<file path="src/rtl/mem_stage_pkg.sv">
// rtl/mem_stage_pkg.sv - control-word bit map, FSM state and command encodings for the memory stage
package mem_stage_pkg;

  localparam int CTL_W          = 10;
  localparam int CTL_REG_WRITE  = 0;
  localparam int CTL_MEM_TO_REG = 1;
  localparam int CTL_MEM_READ   = 2;
  localparam int CTL_MEM_WRITE  = 3;
  localparam int CTL_PUSH       = 4;
  localparam int CTL_POP        = 5;
  localparam int CTL_CALL       = 6;
  localparam int CTL_RET        = 7;
  localparam int CTL_OUT_EN     = 8;

  typedef enum logic {
    IDLE   = 1'b0,
    SECOND = 1'b1
  } state_t;

  // Winning memory operation after priority resolution of the control word.
  typedef enum logic [2:0] {
    OP_NONE,
    OP_READ,
    OP_WRITE,
    OP_PUSH,
    OP_POP,
    OP_CALL,
    OP_RET
  } op_t;

  typedef enum logic [2:0] {
    SP_HOLD,
    SP_INC1,
    SP_DEC1,
    SP_INC2,
    SP_DEC2
  } sp_cmd_t;

endpackage

</file>
<file path="src/rtl/stack_ptr_unit.sv">
// rtl/stack_ptr_unit.sv - stack pointer register with +/-1 and +/-2 modulo updates
module stack_ptr_unit
  import mem_stage_pkg::*;
#(
  parameter int ADDR_W  = 12,
  parameter int SP_INIT = 2**ADDR_W-1
) (
  input  logic              clk,
  input  logic              rst,
  input  sp_cmd_t           cmd,
  output logic [ADDR_W-1:0] sp
);

  // Arithmetic wraps modulo 2**ADDR_W; there is deliberately no overflow flag.
  always_ff @(posedge clk) begin
    if (rst) begin
      sp <= ADDR_W'(SP_INIT);
    end else begin
      case (cmd)
        SP_INC1: sp <= sp + ADDR_W'(1);
        SP_DEC1: sp <= sp - ADDR_W'(1);
        SP_INC2: sp <= sp + ADDR_W'(2);
        SP_DEC2: sp <= sp - ADDR_W'(2);
        default: sp <= sp;
      endcase
    end
  end

endmodule

</file>
<file path="src/rtl/mem_stage_ctrl.sv">
// rtl/mem_stage_ctrl.sv - memory-stage controller: load/store, push/pop, two-word call/ret
module mem_stage_ctrl
  import mem_stage_pkg::*;
#(
  parameter int ADDR_W  = 12,
  parameter int SP_INIT = 2**ADDR_W-1
) (
  input  logic              clk,
  input  logic              rst,
  input  logic [CTL_W-1:0]  controlSignals_in,
  input  logic [15:0]       ALUData_in,
  input  logic [15:0]       ReadData2_in,
  input  logic [2:0]        WriteAdd_in,
  input  logic [31:0]       PC_in,
  output logic [ADDR_W-1:0] mem_addr,
  output logic [15:0]       mem_wdata,
  output logic              mem_we,
  input  logic [15:0]       mem_rdata,
  output logic              stall_o,
  output logic [CTL_W-1:0]  controlSignals_out,
  output logic [15:0]       ALUData_out,
  output logic [15:0]       MemData_out,
  output logic [2:0]        WriteAdd_out,
  output logic [31:0]       PC_out,
  output logic              pc_load_o,
  output logic [ADDR_W-1:0] sp_o
);

  state_t            state, state_nxt;
  op_t               op_in;
  sp_cmd_t           sp_cmd;
  logic [ADDR_W-1:0] sp, sp_p1, sp_p2, sp_m1;
  logic [CTL_W-1:0]  ctl_cap;
  logic              sec_is_ret;
  logic [15:0]       pc_lo_lat;
  logic              rw_lat;

  stack_ptr_unit #(
    .ADDR_W  (ADDR_W),
    .SP_INIT (SP_INIT)
  ) u_sp (
    .clk (clk),
    .rst (rst),
    .cmd (sp_cmd),
    .sp  (sp)
  );

  assign sp_p1 = sp + ADDR_W'(1);
  assign sp_p2 = sp + ADDR_W'(2);
  assign sp_m1 = sp - ADDR_W'(1);
  assign sp_o  = sp;

  // Resolve the winning op and form the cycle-1 capture word (reg_write withheld for call/ret).
  always_comb begin
    op_in = OP_NONE;
    if (controlSignals_in[CTL_CALL])           op_in = OP_CALL;
    else if (controlSignals_in[CTL_RET])       op_in = OP_RET;
    else if (controlSignals_in[CTL_PUSH])      op_in = OP_PUSH;
    else if (controlSignals_in[CTL_POP])       op_in = OP_POP;
    else if (controlSignals_in[CTL_MEM_WRITE]) op_in = OP_WRITE;
    else if (controlSignals_in[CTL_MEM_READ])  op_in = OP_READ;
    ctl_cap = controlSignals_in;
    if (op_in == OP_CALL || op_in == OP_RET) ctl_cap[CTL_REG_WRITE] = 1'b0;
  end

  // Next state, memory port, stall and SP command; reset silences every strobe.
  always_comb begin
    state_nxt = state;
    mem_addr  = sp;
    mem_wdata = '0;
    mem_we    = 1'b0;
    stall_o   = 1'b0;
    sp_cmd    = SP_HOLD;
    if (!rst) begin
      case (state)
        IDLE: begin
          case (op_in)
            OP_READ: mem_addr = ALUData_in[ADDR_W-1:0];
            OP_WRITE: begin
              mem_addr  = ALUData_in[ADDR_W-1:0];
              mem_wdata = ReadData2_in;
              mem_we    = 1'b1;
            end
            OP_PUSH: begin
              mem_wdata = ReadData2_in;
              mem_we    = 1'b1;
              sp_cmd    = SP_DEC1;
            end
            OP_POP: begin
              mem_addr = sp_p1;
              sp_cmd   = SP_INC1;
            end
            OP_CALL: begin
              mem_wdata = PC_in[31:16];
              mem_we    = 1'b1;
              stall_o   = 1'b1;
              state_nxt = SECOND;
            end
            OP_RET: begin
              mem_addr  = sp_p1;
              stall_o   = 1'b1;
              state_nxt = SECOND;
            end
            default: ;
          endcase
        end
        SECOND: begin
          state_nxt = IDLE;
          if (sec_is_ret) begin
            mem_addr = sp_p2;
            sp_cmd   = SP_INC2;
          end else begin
            mem_addr  = sp_m1;
            mem_wdata = pc_lo_lat;
            mem_we    = 1'b1;
            sp_cmd    = SP_DEC2;
          end
        end
        default: state_nxt = IDLE;
      endcase
    end
  end

  // FSM state register.
  always_ff @(posedge clk) begin
    if (rst) state <= IDLE;
    else     state <= state_nxt;
  end

  // M/W outputs: captured in IDLE, held through SECOND except reg_write and the popped PC high half.
  always_ff @(posedge clk) begin
    if (rst) begin
      controlSignals_out <= '0;
      ALUData_out        <= '0;
      MemData_out        <= '0;
      WriteAdd_out       <= '0;
      PC_out             <= '0;
      pc_load_o          <= 1'b0;
      sec_is_ret         <= 1'b0;
      pc_lo_lat          <= '0;
      rw_lat             <= 1'b0;
    end else begin
      pc_load_o <= 1'b0;
      if (state == IDLE) begin
        controlSignals_out <= ctl_cap;
        ALUData_out        <= ALUData_in;
        WriteAdd_out       <= WriteAdd_in;
        rw_lat             <= controlSignals_in[CTL_REG_WRITE];
        case (op_in)
          OP_READ, OP_POP: MemData_out <= mem_rdata;
          OP_CALL: begin
            pc_lo_lat  <= PC_in[15:0];
            sec_is_ret <= 1'b0;
          end
          OP_RET: begin
            PC_out[15:0] <= mem_rdata;
            sec_is_ret   <= 1'b1;
          end
          default: ;
        endcase
      end else begin
        controlSignals_out[CTL_REG_WRITE] <= rw_lat;
        if (sec_is_ret) begin
          PC_out[31:16] <= mem_rdata;
          pc_load_o     <= 1'b1;
        end
      end
    end
  end

endmodule

</file>
<file path="config.mk">
export PLATFORM = sky130hd
export DESIGN_NAME = mem_stage_ctrl
export DESIGN_NICKNAME = d
export VERILOG_FILES = /design/src/rtl/mem_stage_pkg.sv /design/src/rtl/stack_ptr_unit.sv /design/src/rtl/mem_stage_ctrl.sv
export SDC_FILE = /design/constraint.sdc
export NUM_CORES = 1
export LEC_CHECK = 0
export ABC_AREA = 1
export BUFFER_PORTS_ARGS = -buffer_cell sky130_fd_sc_hd__buf_2
export CAP_MARGIN = 10
export CORE_UTILIZATION = 46
export DETAILED_ROUTE_END_ITERATION = 10
export MAX_ROUTING_LAYER = met4
export PLACE_DENSITY = 0.76
export SYNTH_ARGS = -nofsm -noshare
export SYNTH_HDL_FRONTEND = slang
export SYNTH_SLANG_ARGS = --single-unit
</file>
<file path="constraint.sdc">
create_clock -name clk -period 1.7 [get_ports clk]
set_clock_uncertainty 0.15 [all_clocks]
set_input_delay 0 -clock clk [delete_from_list [all_inputs] [get_ports clk]]
set_output_delay 0 -clock clk [all_outputs]
set_load 0.05 [all_outputs]
</file>
==> results of run 1 <==
per-stage QoR:
step | utilization | area, um^2 | cells | setup slack (ps)
after detailed placement | 0.6741 | 8611 | 1377 | -186.5
after floorplan | - | 6661 | 939 | -174.9
after CTS | 0.8159 | 10420 | 1487 | -492.7
after global placement | 0.6741 | 8611 | 1377 | -145.9
layer usage:
layer  GRT overflow  GRT usage
met2             28     0.9176
met3              2     0.6308
met1              0     0.7575
met4             14     0.7924
met5              -          -
kinds of logic after synthesis:
logic type | share of synthesized area
AND/OR/NAND/NOR | 0.3465
AO/OA/AOI/OAI | 0.1641
adder cells (fa/ha/maj) | 0.01025
XOR/XNOR | 0.02008
buffers and inverters | 0.1016
flip-flops | 0.3574
repair_timing:
action,CTS
setup buffers,26
hold endpoints to repair,96
resized for setup,165
endpoints found under the setup margin,36
cloned,5
hold buffers,64
pin swaps,50
==> flow_metrics.tcl, run 1 <==
set metrics [dict create \
    grt-worst-endpoint "mem_addr[11]" \
    synth.cells.most_frequent "223 x nand2_1, 125 x nor2_1, 109 x dfxtp_1, 109 x o21ai_0, 76 x inv_1" \
    gp_congestion 1.004 \
    htree_num_levels 3 \
    synth_cell_types 37 \
    maximum_number_of_pins_on_one_net_before_global_route_repair 45 \
    lastStage "global routing" \
    synth.yosys.seq_area_share 0.3574 \
    postSynthNetCount 1039 \
    placement_rows 41 \
    port-buffer-count 214 \
    post-synth-top-count-cell "nand2_1" \
    grt-ovfl-total 44 \
    mapped_cell_area_um2 6106 \
    clock_sink_count 109 \
    synth.area.top_cells "dfxtp_1 36%, nand2_1 14%, o21ai_0 8.9%" \
    yosys_most_used_dff "dfxtp_1" \
    cts-root-to-sink-buffers 2 \
    start_util 0.4780 \
    hpwl_after_dpl_um 16350 \
    cts_made_buffers 9 \
    async_flop_share 0 \
    outcome "did not finish" \
    grt_usage 0.7806 \
    post-synth-top-area-cell "dfxtp_1" \
    yosys_register_bits 109 \
    num_io_pins 215 \
    tool.error "[ERROR GRT-0232] Routing congestion too high. Check the congestion heatmap in the GUI." \
    die_w_um 117.2 \
    synth_top_area_frac 0.3574 \
    synthCells 939 \
    synth_enable_flop_cells 0 \
    synth.yosys.warnings 0 \
    synth_area_per_cell_um2 6.503 \
    die-height_um 117.2 \
    ctsRootBufferMaster "clkbuf_16" \
    worstEpCategory "output port" \
]
==> run 2, diff against run 1 <==
--- a/config.mk
+++ b/config.mk
@@ -8,10 +8,9 @@
 export ABC_AREA = 1
 export BUFFER_PORTS_ARGS = -buffer_cell sky130_fd_sc_hd__buf_2
 export CAP_MARGIN = 10
-export CORE_UTILIZATION = 46
+export CORE_UTILIZATION = 40
 export DETAILED_ROUTE_END_ITERATION = 10
-export MAX_ROUTING_LAYER = met4
-export PLACE_DENSITY = 0.76
+export PLACE_DENSITY_LB_ADDON = 0.15
 export SYNTH_ARGS = -nofsm -noshare
 export SYNTH_HDL_FRONTEND = slang
 export SYNTH_SLANG_ARGS = --single-unit
==> constraint.sdc (replaced) <==
create_clock -name clk -period 2.2 [get_ports clk]
set_clock_uncertainty 0.15 [all_clocks]
set_input_delay 0 -clock clk [delete_from_list [all_inputs] [get_ports clk]]
set_output_delay 0 -clock clk [all_outputs]
set_load 0.05 [all_outputs]
==> flow_metrics.tcl, run 2 <==
set metrics [dict create \
    yosys_register_bits 109 \
    crit_required_ps 2050 \
    max-vdd-ir-drop_v 0.0004458 \
    worst_slew_margin_relative_to_its_limit 0.6457 \
    r2r_slack_ps 320 \
    clock_tree_from_tritoncts "yes" \
    registers.top_by_ff_count "PC_out" \
    mapped_cell_area_um2 6106 \
    yosys_most_used_dff "dfxtp_1" \
    rsz0062_at_grt "true" \
    detail-route-antenna-nets 0 \
    ctsRootBufferMaster "clkbuf_16" \
    post-place-cells 1317 \
    drive_above_1_share 0.3276 \
    fin_setup_tns_ps 0 \
    synth_cell_types 37 \
    timing_hold_violations_final 0 \
    r2r_cells 13 \
    worst_slew_pin_slew_ps 530.9 \
    pre_cts_ws_ps 62.46 \
    finalCoreUtilization 0.6151 \
    overall_routed_net_length_um 22620 \
    dpl_cell_area_um2 7493 \
    num_io_pins 215 \
    grt_pass1_vias 7129 \
    total_via_count_after_detailed_routing 7343 \
    rr_startpoint "u_sp.sp[1]$_SDFFE_PP1P_" \
    clk_transition_reported_paths_ps 80 \
    clock.fmax_ghz 0.4678 \
    post-synth-top-area-cell "dfxtp_1" \
    outcome "finished, violations left" \
    cp-startpoint "u_sp.sp[1]$_SDFFE_PP1P_" \
    fin_ws_ps 62.55 \
    setup.worst_path.class "reg2out" \
    drt_pre_antenna_iters 9 \
    slew_viol_final 0 \
    max_cap_viol_count 0 \
    cts-root-to-sink-buffers 2 \
    grt-ovfl-total 0 \
    synthCells 939 \
    gp_congestion 0.9508 \
    largest_register_ff_count 32 \
    grt_usage 0.2876 \
    placement_rows 44 \
    first_pass_grt_wire_length_um 35910 \
    synth_area_per_cell_um2 6.503 \
    synth.cells.most_frequent "223 x nand2_1, 125 x nor2_1, 109 x dfxtp_1, 109 x o21ai_0, 76 x inv_1" \
    path_buf_inv 4 \
    synth.area.top_cells "dfxtp_1 36%, nand2_1 14%, o21ai_0 8.9%" \
    ant_diodes 0 \
    synth-adder-area-share 0.01025 \
    drc 8 \
    period_needed_ps 2137 \
    cellPowerDensity_nw_per_um2 723.9 \
    worst_r2r_endpoint "u_sp.sp[9]$_SDFFE_PP1P_" \
    clock_latency_ps 360 \
    post-synth-top-count-cell "nand2_1" \
    synth_compound_gate_area_share 0.1641 \
    power_leakage_nw 4.413 \
    start_util 0.4154 \
    initial_antenna_violation_count 0 \
    async_flop_share 0 \
    clock_sink_count 109 \
    design_area_um2 9041 \
    vias_per_cell 5.193 \
    worst_ep_arrival_time_ps 1990 \
    synth_enable_flop_cells 0 \
    failed_checks "DRC" \
    num-fill-cells 1425 \
    worstSetupEndpointType "primary output" \
    report.final.setup_viol 0 \
    maximum_number_of_pins_on_one_net_before_global_route_repair 80 \
    synth_top_family_by_area "simple AND/OR/NAND/NOR gates" \
    crit_path_start_kind "flip-flop" \
    most_common_cell_after_layout_fill_and_taps_aside "nand2_1" \
    hpwl_after_dpl_um 15600 \
    fraction_of_synthesized_cell_area_in_xor_and_xnor_cells 0.02008 \
    critical_path_peak_fanout 5 \
    postSynthNetCount 1039 \
    wl_per_cell_um 16.00 \
    synth_top_area_frac 0.3574 \
    crit_path_max_incr_delay_ps 390 \
    seqCellArea_um2 2212 \
    synthSimpleGateAreaFrac 0.3465 \
    design.core.area_um2 14700 \
    layoutNonFillerInstCount 1414 \
    most-common-layout-cells "207 x nand2_1, 202 x buf_2, 112 x nor2_1" \
    fin_crit_sh 0.9716 \
    die_area_um2 15760 \
    synth.yosys.seq_area_share 0.3574 \
    die-height_um 125.6 \
    cts_made_buffers 9 \
    die_w_um 125.6 \
    port-buffer-count 214 \
    first_iter_violations 526 \
    post_synth_mux_area_share 0 \
    critical_path.cell_chain "inv_8, ha_4, buf_6, nand2_1, inv_2, nand2_1, xor2_2, nor2_1, nor2_1, a21oi_2, buf_6" \
    syn2layout_area_growth_pct 48.07 \
    htree_num_levels 3 \
    hold_class "in2reg" \
    hold_path_end "sec_is_ret$_SDFFE_PP0P_" \
    synth.yosys.warnings 0 \
    hold_path_depth 4 \
    multi_input_comb_area_um2 3706 \
    nets 1325 \
    cpMaxStageDelayCell "dfxtp_4" \
    critPathTopFamily "buffers and inverters" \
    worstHoldStart "controlSignals_in[7]" \
]
[run 2: how the worst max path moves through the flow]
stage / to / slack (ps) / cells past startpoint
3_5_place_dp: mem_addr[9] / 60 / 12
5_1_grt: mem_addr[9] / -60 / 12
6_report: mem_addr[5] / 60 / 11
2_1_floorplan: mem_addr[9] / -60 / 11
3_3_place_gp: mem_addr[9] / 90 / 12
4_1_cts: mem_addr[8] / 3 / 10
[run 2: logic make-up after synthesis]
group                    Yosys count
AO/OA/AOI/OAI                    191
AND/OR/NAND/NOR                  475
buffers and inverters            145
XOR/XNOR                          14
adder cells (fa/ha/maj)            5
flip-flops                       109
[run 2: layout make-up]
class                      count  area share
clock inverter                 7     0.01010
clock buffer                   9     0.02491
multi-input combinational    686      0.4099
timing repair buffer         330      0.2462
inverter                      89     0.03875
tap                          184     0.02546
sequential                   109      0.2447
[run 2: per-layer routing]
metal,up-vias,wire [um],GRT usage,part of all wire
li1,3619,-,-,-
met1,3372,9128,0.3338,0.40
met2,293,11190,0.5069,0.49
met3,59,1500,0.06461,0.066
met4,0,806,0.1220,0.036
met5,-,0,0,0
[run 2: per-stage QoR]
step,hold WS [ps],total power [W]
after CTS,115.7,0.006372
after global routing,166.2,0.006875
after global placement,70.27,0.004437
final,135.3,0.006545
after detailed placement,78.70,0.004432
after floorplan,-15.10,0.003838
[run 2: where the power goes]
part	internal [W]	leakage (nW)	total, W	switching (W)
registers	0.00211	0.897	0.00222	0.000109
clock network	0.000915	0.157	0.00176	0.000844
logic	0.000843	3.36	0.00256	0.00172
[run 2: tightest hold or removal path, delay by kind of cell]
kind,cells,cell delay [ps]
buf+inv,2,360
compound gates,1,160
simple gates,1,80
[run 2: what timing repair did]
item,4_1_cts,5_1_grt
endpoints found under the setup margin,12,28
hold buffers,63,0
buffers inserted,6,11
pin swaps,8,24
endpoints found under the hold margin,98,0
cloned,0,1
resized for setup,51,83
Note: power is estimated with default switching activity, not from simulation.
